## config.mk

```make
export PLATFORM = sky130hd
export DESIGN_NAME = sim_ctrl_monitor
export DESIGN_NICKNAME = d
export VERILOG_FILES = /design/src/rtl/sim_ctrl_monitor.sv
export SDC_FILE = /design/constraint.sdc
export NUM_CORES = 1
export LEC_CHECK = 0
export CORE_AREA = 5 5 184 186
export DETAILED_ROUTE_END_ITERATION = 7
export DIE_AREA = 0 0 189 191
export PLACE_DENSITY = 0.68
export SLEW_MARGIN = 20
export SYNTH_ARGS = -nofsm -noshare
export SYNTH_HDL_FRONTEND = slang
export SYNTH_SLANG_ARGS = --single-unit
```

## constraint.sdc

```tcl
create_clock -name clk -period 6.55 [get_ports clk]
set_clock_uncertainty 0.05 [all_clocks]
set_input_delay 1.31 -clock clk [delete_from_list [all_inputs] [get_ports clk]]
set_output_delay 1.31 -clock clk [all_outputs]
set_load 0.1 [all_outputs]
```

## src/rtl/sim_ctrl_monitor.sv

```systemverilog
// Simulation-control monitor: snoops SRAM writes to magic addresses and drives
// run/drain/done state, per-channel log windows, stop cause and exit code.
module sim_ctrl_monitor #(
  parameter int ADDR_WIDTH     = 21,
  parameter int DATA_WIDTH     = 128,
  parameter int NUM_LOG_CH     = 4,
  parameter int STOP_ADDR      = 0,
  parameter int LOG_START_BASE = 8,
  parameter int LOG_STOP_BASE  = 16,
  parameter int LOG_STRIDE     = 16,
  parameter int DRAIN_CYCLES   = 50,
  parameter int TIMEOUT_LIM    = 1000,
  parameter int CNT_WIDTH      = 32
) (
  input  logic                             clk,
  input  logic                             rst,
  input  logic                             mem_req_i,
  input  logic                             mem_we_i,
  input  logic [ADDR_WIDTH-1:0]            mem_addr_i,
  input  logic [DATA_WIDTH-1:0]            mem_wdata_i,
  input  logic [CNT_WIDTH-1:0]             simlen_i,
  output logic [NUM_LOG_CH-1:0]            log_en_o,
  output logic [NUM_LOG_CH*CNT_WIDTH-1:0]  log_cnt_o,
  output logic                             draining_o,
  output logic                             done_o,
  output logic [1:0]                       stop_cause_o,
  output logic [7:0]                       exit_code_o,
  output logic [CNT_WIDTH-1:0]             cycle_cnt_o
);

  typedef enum logic [1:0] {S_RUN, S_DRAIN, S_DONE} state_t;

  localparam logic [ADDR_WIDTH-1:0] STOP_A  = ADDR_WIDTH'(STOP_ADDR);
  localparam logic [CNT_WIDTH-1:0]  DRAIN_C = CNT_WIDTH'(DRAIN_CYCLES);
  localparam logic [CNT_WIDTH-1:0]  WD_LIM  = CNT_WIDTH'(TIMEOUT_LIM);

  state_t                          state_q, state_d;
  logic [CNT_WIDTH-1:0]            cycle_cnt_q, cycle_cnt_d;
  logic [CNT_WIDTH-1:0]            drain_cnt_q, drain_cnt_d;
  logic [CNT_WIDTH-1:0]            wd_cnt_q, wd_cnt_d;
  logic [NUM_LOG_CH-1:0]           log_en_q, log_en_d;
  logic [NUM_LOG_CH*CNT_WIDTH-1:0] log_cnt_q, log_cnt_d;
  logic [1:0]                      cause_q, cause_d;
  logic [7:0]                      exit_q, exit_d;
  logic                            draining_q, done_q;

  logic snoop_wr, simlen_hit, wd_hit;
  logic unused_wdata;

  function automatic logic [CNT_WIDTH-1:0] sat_inc(input logic [CNT_WIDTH-1:0] v);
    return (&v) ? v : v + 1'b1;
  endfunction

  function automatic logic [ADDR_WIDTH-1:0] ch_addr(input int base, input int k);
    return ADDR_WIDTH'(base + k * LOG_STRIDE);
  endfunction

  assign unused_wdata = ^mem_wdata_i[DATA_WIDTH-1:8];
  assign snoop_wr     = mem_req_i && mem_we_i;
  assign simlen_hit   = (simlen_i != '0) && (cycle_cnt_q == simlen_i - 1'b1);
  // Fires on the idle cycle that would bring the watchdog up to its limit.
  assign wd_hit       = (WD_LIM != '0) && !mem_req_i && (wd_cnt_q == WD_LIM - 1'b1);

  always_comb begin
    state_d     = state_q;
    drain_cnt_d = drain_cnt_q;
    wd_cnt_d    = '0;
    log_en_d    = log_en_q;
    cause_d     = cause_q;
    exit_d      = exit_q;
    log_cnt_d   = log_cnt_q;

    for (int k = 0; k < NUM_LOG_CH; k++) begin
      if (log_en_q[k])
        log_cnt_d[k*CNT_WIDTH +: CNT_WIDTH] = sat_inc(log_cnt_q[k*CNT_WIDTH +: CNT_WIDTH]);
    end

    case (state_q)
      S_RUN: begin
        if (mem_req_i)
          wd_cnt_d = '0;
        else if (wd_cnt_q == WD_LIM)
          wd_cnt_d = wd_cnt_q;
        else
          wd_cnt_d = wd_cnt_q + 1'b1;

        if (simlen_hit) begin
          state_d  = S_DONE;
          cause_d  = 2'd2;
          log_en_d = '0;
          wd_cnt_d = '0;
        end else if (wd_hit) begin
          state_d  = S_DONE;
          cause_d  = 2'd3;
          log_en_d = '0;
          wd_cnt_d = '0;
        end else if (snoop_wr && mem_addr_i == STOP_A) begin
          state_d     = S_DRAIN;
          cause_d     = 2'd1;
          exit_d      = mem_wdata_i[7:0];
          drain_cnt_d = DRAIN_C;
          log_en_d    = '0;
          wd_cnt_d    = '0;
        end else if (snoop_wr) begin
          for (int k = 0; k < NUM_LOG_CH; k++) begin
            if (mem_addr_i == ch_addr(LOG_START_BASE, k))
              log_en_d[k] = 1'b1;
            else if (mem_addr_i == ch_addr(LOG_STOP_BASE, k))
              log_en_d[k] = 1'b0;
          end
        end
      end
      S_DRAIN: begin
        if (simlen_hit) begin
          state_d = S_DONE;
          cause_d = 2'd2;
        end else if (drain_cnt_q == '0) begin
          state_d = S_DONE;
        end else begin
          drain_cnt_d = drain_cnt_q - 1'b1;
        end
      end
      S_DONE: ;
      default: state_d = S_RUN;
    endcase

    // The edge that enters DONE is not counted, so simlen L freezes at L-1.
    cycle_cnt_d = (state_q != S_DONE && state_d != S_DONE) ? sat_inc(cycle_cnt_q) : cycle_cnt_q;
  end

  always_ff @(posedge clk) begin
    if (rst) begin
      state_q     <= S_RUN;
      cycle_cnt_q <= '0;
      drain_cnt_q <= '0;
      wd_cnt_q    <= '0;
      log_en_q    <= '0;
      log_cnt_q   <= '0;
      cause_q     <= '0;
      exit_q      <= '0;
      draining_q  <= 1'b0;
      done_q      <= 1'b0;
    end else begin
      state_q     <= state_d;
      cycle_cnt_q <= cycle_cnt_d;
      drain_cnt_q <= drain_cnt_d;
      wd_cnt_q    <= wd_cnt_d;
      log_en_q    <= log_en_d;
      log_cnt_q   <= log_cnt_d;
      cause_q     <= cause_d;
      exit_q      <= exit_d;
      draining_q  <= (state_d == S_DRAIN);
      done_q      <= (state_d == S_DONE);
    end
  end

  assign log_en_o     = log_en_q;
  assign log_cnt_o    = log_cnt_q;
  assign draining_o   = draining_q;
  assign done_o       = done_q;
  assign stop_cause_o = cause_q;
  assign exit_code_o  = exit_q;
  assign cycle_cnt_o  = cycle_cnt_q;

endmodule

```

==> results of run 1 <==
==> area by class of cell <==
type                    instances  area, sq um  area share [%]
clock buffers                  42          825            5.08
flip-flops and latches        242         4840            29.8
inverters                      31          116           0.716
repair buffers                254         2520            15.5
multi-input cells            1215         7360            45.3
well taps                     408          510            3.14
clock inverters                 5         67.6           0.416
==> stage by stage <==
step                util, %  area [sq um]  instances
floorplan                 -         12600       1553
global placement       47.8         15300       2150
detailed placement     47.8         15300       2150
CTS                    50.5         16200       2197
global route           50.6         16200       2197
finish                 50.6         16200       2197
==> kinds of logic after synthesis <==
kind of cell	count (synthesis)
multiplexers	36
XOR/XNOR	185
AO/OA/AOI/OAI	199
buffers and inverters	96
adder cells (fa/ha/maj)	10
AND/OR/NAND/NOR	785
flip-flops	242
==> layout by cell type (no fill, tap or decap), types with 10 or more instances in the layout <==
master	instances
sky130_fd_sc_hd__nor4_1	30
sky130_fd_sc_hd__nor2b_1	30
sky130_fd_sc_hd__and2_1	10
sky130_fd_sc_hd__clkbuf_16	29
sky130_fd_sc_hd__xor2_1	99
sky130_fd_sc_hd__nand3_1	88
sky130_fd_sc_hd__o21ai_0	21
sky130_fd_sc_hd__and4_1	22
sky130_fd_sc_hd__o31ai_1	18
sky130_fd_sc_hd__or4_1	30
sky130_fd_sc_hd__nor2_1	244
sky130_fd_sc_hd__nand2_1	113
sky130_fd_sc_hd__clkdlybuf4s50_1	239
sky130_fd_sc_hd__or3_1	39
sky130_fd_sc_hd__and3_1	40
sky130_fd_sc_hd__a21oi_1	98
sky130_fd_sc_hd__buf_4	13
sky130_fd_sc_hd__dfxtp_1	242
sky130_fd_sc_hd__mux2_1	31
sky130_fd_sc_hd__nand4_1	53
sky130_fd_sc_hd__o21ai_1	20
sky130_fd_sc_hd__nor3_1	49
sky130_fd_sc_hd__ha_1	10
sky130_fd_sc_hd__inv_1	31
sky130_fd_sc_hd__xnor2_1	86
==> how the worst max path moves through the flow <==
stage | start | end | slack [ps] | cells after the start
3_5_place_dp | simlen_i[0] | wd_cnt_q[0] | 1030 | 12
5_1_grt | simlen_i[8] | wd_cnt_q[0] | 1250 | 10
2_1_floorplan | simlen_i[0] | log_en_o[0] | 2160 | 12
4_1_cts | simlen_i[0] | wd_cnt_q[0] | 1590 | 12
3_3_place_gp | simlen_i[0] | wd_cnt_q[25] | 1100 | 12
6_report | simlen_i[0] | wd_cnt_q[14] | 1560 | 12
==> routing by layer <==
metal,vias up,GRT usage (%)
li1,5937,-
met1,5639,24.8
met2,327,31.0
met3,59,3.20
met4,0,5.21
met5,-,0
==> cells in the mapped netlist (17+ instances only) <==
cell type	number	area share, %
sky130_fd_sc_hd__nor2_1	244	7.3
sky130_fd_sc_hd__dfxtp_1	242	39
sky130_fd_sc_hd__nand2_1	113	3.4
sky130_fd_sc_hd__xor2_1	99	6.9
sky130_fd_sc_hd__a21oi_1	98	3.9
sky130_fd_sc_hd__nand3_1	88	3.5
sky130_fd_sc_hd__xnor2_1	86	6.0
sky130_fd_sc_hd__nand4_1	53	2.6
sky130_fd_sc_hd__nor3_1	49	2.0
sky130_fd_sc_hd__clkbuf_1	44	1.3
sky130_fd_sc_hd__and3_1	40	2.0
sky130_fd_sc_hd__or3_1	39	1.9
sky130_fd_sc_hd__inv_1	31	0.93
sky130_fd_sc_hd__mux2_1	31	2.8
sky130_fd_sc_hd__nor2b_1	30	1.5
sky130_fd_sc_hd__nor4_1	30	1.5
sky130_fd_sc_hd__or4_1	30	1.8
sky130_fd_sc_hd__and4_1	22	1.5
sky130_fd_sc_hd__o21ai_0	21	0.84
sky130_fd_sc_hd__o21ai_1	21	0.84
sky130_fd_sc_hd__o31ai_1	18	1.1
sky130_fd_sc_hd__buf_2	17	0.68
==> critical path, delay by kind of cell <==
| kind | cells | cell delay, ps |
|---|---|---|
| AO/OA/AOI/OAI | 3 | 660 |
| adder cells (fa/ha/maj) | 1 | 350 |
| buffers and inverters | 3 | 1000 |
| AND/OR/NAND/NOR | 5 | 2030 |
==> power by group through the flow <==
stage | clock (mW) | sequential, mW | combinational [mW]
3_3_place_gp | 0 | 1.51 | 0.146
3_5_place_dp | 0 | 1.51 | 0.148
6_report | 1.52 | 1.48 | 0.148
5_1_grt | 1.62 | 1.48 | 0.161
2_1_floorplan | 0 | 1.52 | 0.0669
4_1_cts | 1.56 | 1.48 | 0.148
==> registers in the layout (all words and copies together) (netlist names) <==
| signal | count |
|---|---|
| wd_cnt_q | 32 |
| draining_o | 1 |
| done_o | 1 |
| exit_code_o | 8 |
| cycle_cnt_o | 32 |
| state_q | 2 |
| drain_cnt_q | 32 |
| log_cnt_o | 128 |
| stop_cause_o | 2 |
| log_en_o | 4 |
==> impl_summary.md, run 1 <==
Drt
The overall routed net length is 35300 um. The first routing iteration left 655 violations. The routed via count divided by cell count is 5.44. The count of nets left with antenna violations once routing finished came out at 0. The average detailed-routed wire length per instance is 16.1 um. After detailed routing, the number of remaining DRC violations is 0.

The detailed-route wire length on metal 1 is 16200 um. The overall via count from detail_route is 12000. The routed design uses 16200 um of met2 wire. The highest signal layer in the routed design is met4. Summed over all nets, wire length on met3 after detailed routing comes to 2000 um. The detailed-routing iteration count for the pre-antenna-repair pass is 5.

Floorplan
In this run the standard cell core region covers 32100 sq um. During I/O placement, the number of pins put on the boundary was 361. The die is 189 um wide. The overall die area is 36100 sq um. The standard-cell row count is 66. From bottom edge to top edge, the die measures 191 um.

The initial utilization of the core area, before any placement, comes to 39.1%.

Pwr
After layout, the design draws a total of 3.14 mW. The static leakage power is 5.63 nW. The share of power burned in registers is 47.0%.

In this run the power density over the cells is 194 nW/um^2. The worst-case IR drop observed on VDD is 0.205 mV. Per report_power, the combinational group accounts for 4.7% of the total. Internal power comes to 2.44 mW. The share of total power in the clock network is 48.3%. The switching component of the power is 0.704 mW. The switching share of power is 22.4%.

Logic synthesis
The post-synthesis instance area is 12600 sq um. After Yosys synthesis, full adders, half adders and majority gates account for 0.995% of the synthesized area. Summing the areas of all compound-gate instances in the mapped netlist gives 9.49% of the synthesized area. In the synthesized netlist the dominant register cell turns out to be sky130_fd_sc_hd__dfxtp_1. Counting flops with a built-in enable in the synthesized netlist gives 0. The cell count after synthesis came out at 1553. After synthesis, the share of flip-flops with an asynchronous set or reset is 0%. The synthesis-stage register bit count is 242.

Multiplexer cells account for 3.17% of the synthesized area. The mean post-synth cell area is 8.10 sq um. The simple-gate portion of the synthesized area is 31.8%.

The net count of the mapped netlist is 1748. The xor and xnor fraction of the mapped netlist area is 12.9%. After synthesis, flip-flops and latches occupy 38.5% of the total area. After synthesis, the largest family of logic cells by area is simple AND/OR/NAND/NOR gates. The number of distinct standard cells referenced by the synthesized netlist is 57. During synthesis, Yosys emitted a total of 0 warnings.

Layout
The number of nets at the end of the flow is 1968. The number of filler cells placed in the layout is 3034. The count of antenna diodes in the layout is 0. Relative to the synthesized area, the layout overhead comes to 29.2%. In the final layout, the share of cells above drive strength 1 is 4.02%.

Critical path
In this run the critical register-to-register path is captured at cycle_cnt_o[31]. The startpoint identified for the worst register-to-register timing path is drain_cnt_q[6]. For the worst setup path, the data required time is 6930 ps.

Among the stages of the critical path, the cell type that occurs most often is sky130_fd_sc_hd__or4_1. The endpoint class of the critical path is a flop. The cell with the largest stage delay on the worst path is sky130_fd_sc_hd__or4_1. The worst register-to-register path has a setup slack of 2380 ps. In this run the worst path has a maximum fanout of 32. The kind of start point of the critical path is an input pin. The cell count of the worst reg-to-reg path is 8.

The arrival time at the worst endpoint is 5370 ps. The category of the most critical setup path is in2reg. The maximum single-stage delay on the critical path is 790 ps. Traced cell by cell, the critical path runs through clkdlybuf4s50_1 > inv_1 > ha_1 > or3b_2 > or4_1 > o21ai_1 > o211ai_1 > a2111o_1 > or4_1 > nand3_1 > buf_4 > nor2_1.

Clock network
The CTS tree is yes. The count of hold-fix buffers inserted at cts is 0. The clock latency on the worst-skew pair is 550 ps. The number of setup buffers added after CTS is 0. The clock transition at the registers of the reported paths is 60 ps.

The number of cells upsized or downsized after cts is 0. The maximum buffer depth of the clock tree is 3. CTS saw 242 sinks. The H-tree depth is 1. The clock root buffer master is sky130_fd_sc_hd__clkbuf_16. TritonCTS created 29 clock buffers.

STA
Setup violations remaining at the end of the flow were counted as 0. The worst slew slack as a fraction of its limit is 24.6%. For the pin with the worst max-slew slack, the measured transition is 1130 ps. The count of final max-slew check failures came to 0. Setup repair after global routing left no endpoint under its margin. Setup slack closes at 1560 ps. The achievable frequency is 0.200 GHz. The final period utilization is 76.3%. In the final timing run, aggregate negative setup slack is 0 ps.

The final number of hold-violating endpoints is 0. The worst slack on hold paths is 427 ps. The smallest clock period supported by the final layout is computed as 4990 ps.

Hold path
The cell count of the worst hold path is 2. The startpoint of the lowest-slack hold path is drain_cnt_q[19]. The hold-critical path endpoint is drain_cnt_q[19]. The worst hold path class is reg2reg.

Place
The wire-length estimate of the detail-placed layout is 25700 um. The placer congestion estimate is 0.863. The port buffer count is 240. The pre-CTS setup slack is 1030 ps.

Outcome
The flow ran to the end, and the final reports show no timing, DRC or antenna violations.

GRT
The number of global-route vias before repair is 11400. Entering global routing, the biggest net connects 82 pins. For this run, the total global-route usage over all layers was measured as 18.6%. The number of antenna violations at the first check in global routing is 0.

The total overflow left after global routing is 0. The first global-routing pass estimated 57300 um of wire.

Run
The tool flagged a number of max-cap violations equal to 0.
No activity file was read; power rests on OpenSTA's default activity.
==> run 2, diff against run 1 <==
PLACE_DENSITY = 0.71   (was 0.68)
clock period = 4.3 ns   (was 6.55 ns; I/O delays follow)
==> run 2 against run 1 <==
Compared with the run above:
- register-to-register slack worse by 1500 ps
- critical path depth stayed put
- sequential share of layout area is 0.91 points lower
- clock power is 59% higher
- clock-buffer cell count is 2 lower
==> impl_summary.md, run 2 (synthesis gave the netlist of run 1 again) <==
Clock network
TritonCTS built the clock tree. Clock latency on the worst-skew pair, taken at its later pin, is 540 ps. After clock tree synthesis, the flow added hold-fix buffers numbering 0. The number of clock sinks is 242. Clock-pin slew was measured on the worst setup and hold paths at 60 ps.

Buffers inserted during clock tree synthesis total 28. The number of cells upsized or downsized after cts is 0. Buffers added to address setup during post-CTS repair amount to 0.

The longest clock path from root to sink contains 3 buffers. The cell sitting at the root of the clock tree is a sky130_fd_sc_hd__clkbuf_16. The H-tree depth is 1.

Run
Across the run, the number of max-cap violations was 0.

Place
Buffers placed on the I/O ports in this run total 240. The placer congestion estimate is 0.906. The HPWL after detailed placement is 26900 um.

Once placement completed, the tool counted placed cells totaling 2203. Once placement finished, the instance area stood at 15800 sq um.

Drt
The overall routed net length is 35800 um. In the final routed layout, each cell accounts on average for 15.9 um. The count of unresolved DRC violations after routing is 0. After the first detailed-routing iteration, the DRC count stood at 634.

The detailed-routing iteration count for the pre-antenna-repair pass is 5. The post-detailed-route count of antenna-violating nets is 0. Across all layers, the routed design uses 12200 vias. In the routed layout, each cell is associated on average with a via count of 5.39.

Layout
The area of all placed cells without fillers is 16800 sq um. The area growth from synthesis to layout is 33.2%. Of the cells placed in the final design, the portion with a size suffix greater than 1 is 7.20%. The most common cell after layout, fill and taps aside is sky130_fd_sc_hd__nor2_1. The register with the most flip-flops in the layout has 128 of them.

The filler cells instantiated in the layout total 2994. For this run, the number of standard cells in the final layout without fillers is 2257. In the layout the commonest cells are sky130_fd_sc_hd__nor2_1 (244), sky130_fd_sc_hd__dfxtp_1 (242), sky130_fd_sc_hd__clkdlybuf4s50_1 (239). At the end of the flow, the number of nets in the layout was 2020. The final core utilization is 52.2%.

GRT
The number of global-route vias before repair is 11700. The number of antenna violations at the first check in global routing came to 2. The global-route wire length before repair is 58200 um. The met1 track demand over resource is 23.7%. The aggregate global-route resource usage is 18.9%. The met3 routing resource usage after global routing is 3.05%.

For this run the aggregate overflow at the end of global routing stands at 0. The most congested layer reported by global routing is met2. The maximum number of pins on one net before global-route repair is 72.

For met2 alone, demand over resource in global routing was 33.1%.

STA
Setup violations remaining at the end of the flow were counted as 0. Hold is met by 428 ps. Setup repair after global routing left no endpoint under its margin. The final period utilization is 91.9%. The transition time at the pin with the least slew margin is 1080 ps. The achievable frequency is 0.253 GHz. The worst slew slack as a fraction of its limit is 27.5%. The count of final max-slew check failures is 0. The clock period minus worst slack is 3950 ps. The setup TNS is 0 ps. The final number of hold-violating endpoints is 0.

Critical path
Walking the worst path, the cells encountered are clkdlybuf4s50_1 > inv_1 > ha_1 > or3b_2 > or4_1 > o21ai_1 > o211ai_1 > a2111o_1 > or4_1 > buf_12 > a32oi_1 > nor2_1. In this design, the stage delay of the slowest critical-path cell is 660 ps. The worst endpoint required time is 4650 ps.

The startpoint of the most critical register-to-register path is drain_cnt_q[20]. STA classifies the critical path startpoint as an input pin. The cell with the largest stage delay on the worst path is sky130_fd_sc_hd__or4_1. The endpoint class of the critical path is a flop. The cell type with the highest occurrence count on the critical path is sky130_fd_sc_hd__or4_1. The critical path is of the in2reg type. The origin of the worst setup path is simlen_i[1]. The arrival time at the worst endpoint is 4310 ps.

The highest net fanout along the worst path is 20.

Floorplan
The initial core utilization is 39.1%. The number of top-level pins is 361. The overall die area is 36100 sq um.

The width of the die is 189 um. The core area is 32100 sq um. The die height is 191 um. The floorplan has 66 rows.

Hold path
The startpoint identified for the worst hold timing path is exit_code_o[3]. The worst hold path class is reg2reg.

Outcome
The run finished with clean final reports.

Pwr
The static leakage power is 5.94 nW. The worst-case IR drop observed on VDD is 0.273 mV. Power spread over the standard cell area amounts to 293 nW/um^2.
run 2: changes by cell type in the layout (fill, tap and decap cells not counted), moves of 2 or more:
cell and delta:
sky130_fd_sc_hd__buf_12 +4, sky130_fd_sc_hd__buf_4 +49, sky130_fd_sc_hd__clkbuf_1 -3, sky130_fd_sc_hd__clkinv_2 +3
sky130_fd_sc_hd__diode_2 +2, sky130_fd_sc_hd__inv_6 +2
run 2: per-layer routing:
layer | up-vias | share of wire (%)
met5 | - | 0
met4 | 0 | 2.9
met3 | 67 | 6.1
met2 | 333 | 48
met1 | 5713 | 43
li1 | 6061 | -
run 2: per-stage QoR:
| step | setup slack [ps] | power, mW |
|---|---|---|
| 2_1_floorplan | 365 | 2.42 |
| 3_3_place_gp | -161 | 2.54 |
| 3_5_place_dp | -179 | 2.55 |
| 4_1_cts | 373 | 4.96 |
| 5_1_grt | 165 | 5.07 |
| 6_report | 347 | 4.91 |
run 2: worst paths after layout:
path	endpoint	slack (ps)	cells after the start
min reg2reg	exit_code_o[3]	430	2
max	log_en_o[0]	350	12
max reg2reg	cycle_cnt_o[25]	910	9
min	exit_code_o[3]	430	2
run 2: cell type report:
cell class	count	area (sq um)	share of cell area, %
Tap cell	408	510	3.05
Clock inverter	12	126	0.754
Sequential cell	242	4840	28.9
Clock buffer	40	827	4.94
Inverter	31	116	0.695
Timing Repair Buffer	307	2970	17.7
Antenna cell	2	5.00	0.0299
Multi-Input combinational cell	1215	7350	43.9
run 2: worst max-delay path, delay by kind of cell:
family	cells	cell delay, ps
AND/OR/NAND/NOR	4	1660
buffers and inverters	3	740
AO/OA/AOI/OAI	4	870
adder cells (fa/ha/maj)	1	160
run 2: power breakdown:
| part | switching [mW] | internal [mW] |
|---|---|---|
| clock network | 0.948 | 1.46 |
| logic | 0.134 | 0.113 |
| registers | 0.00618 | 2.25 |
==> run 3, diff against run 2 <==
CAP_MARGIN = 0   (was unset)
==> results of run 3 <==
The final DEF is identical to that of run 2; final timing and power are the same.
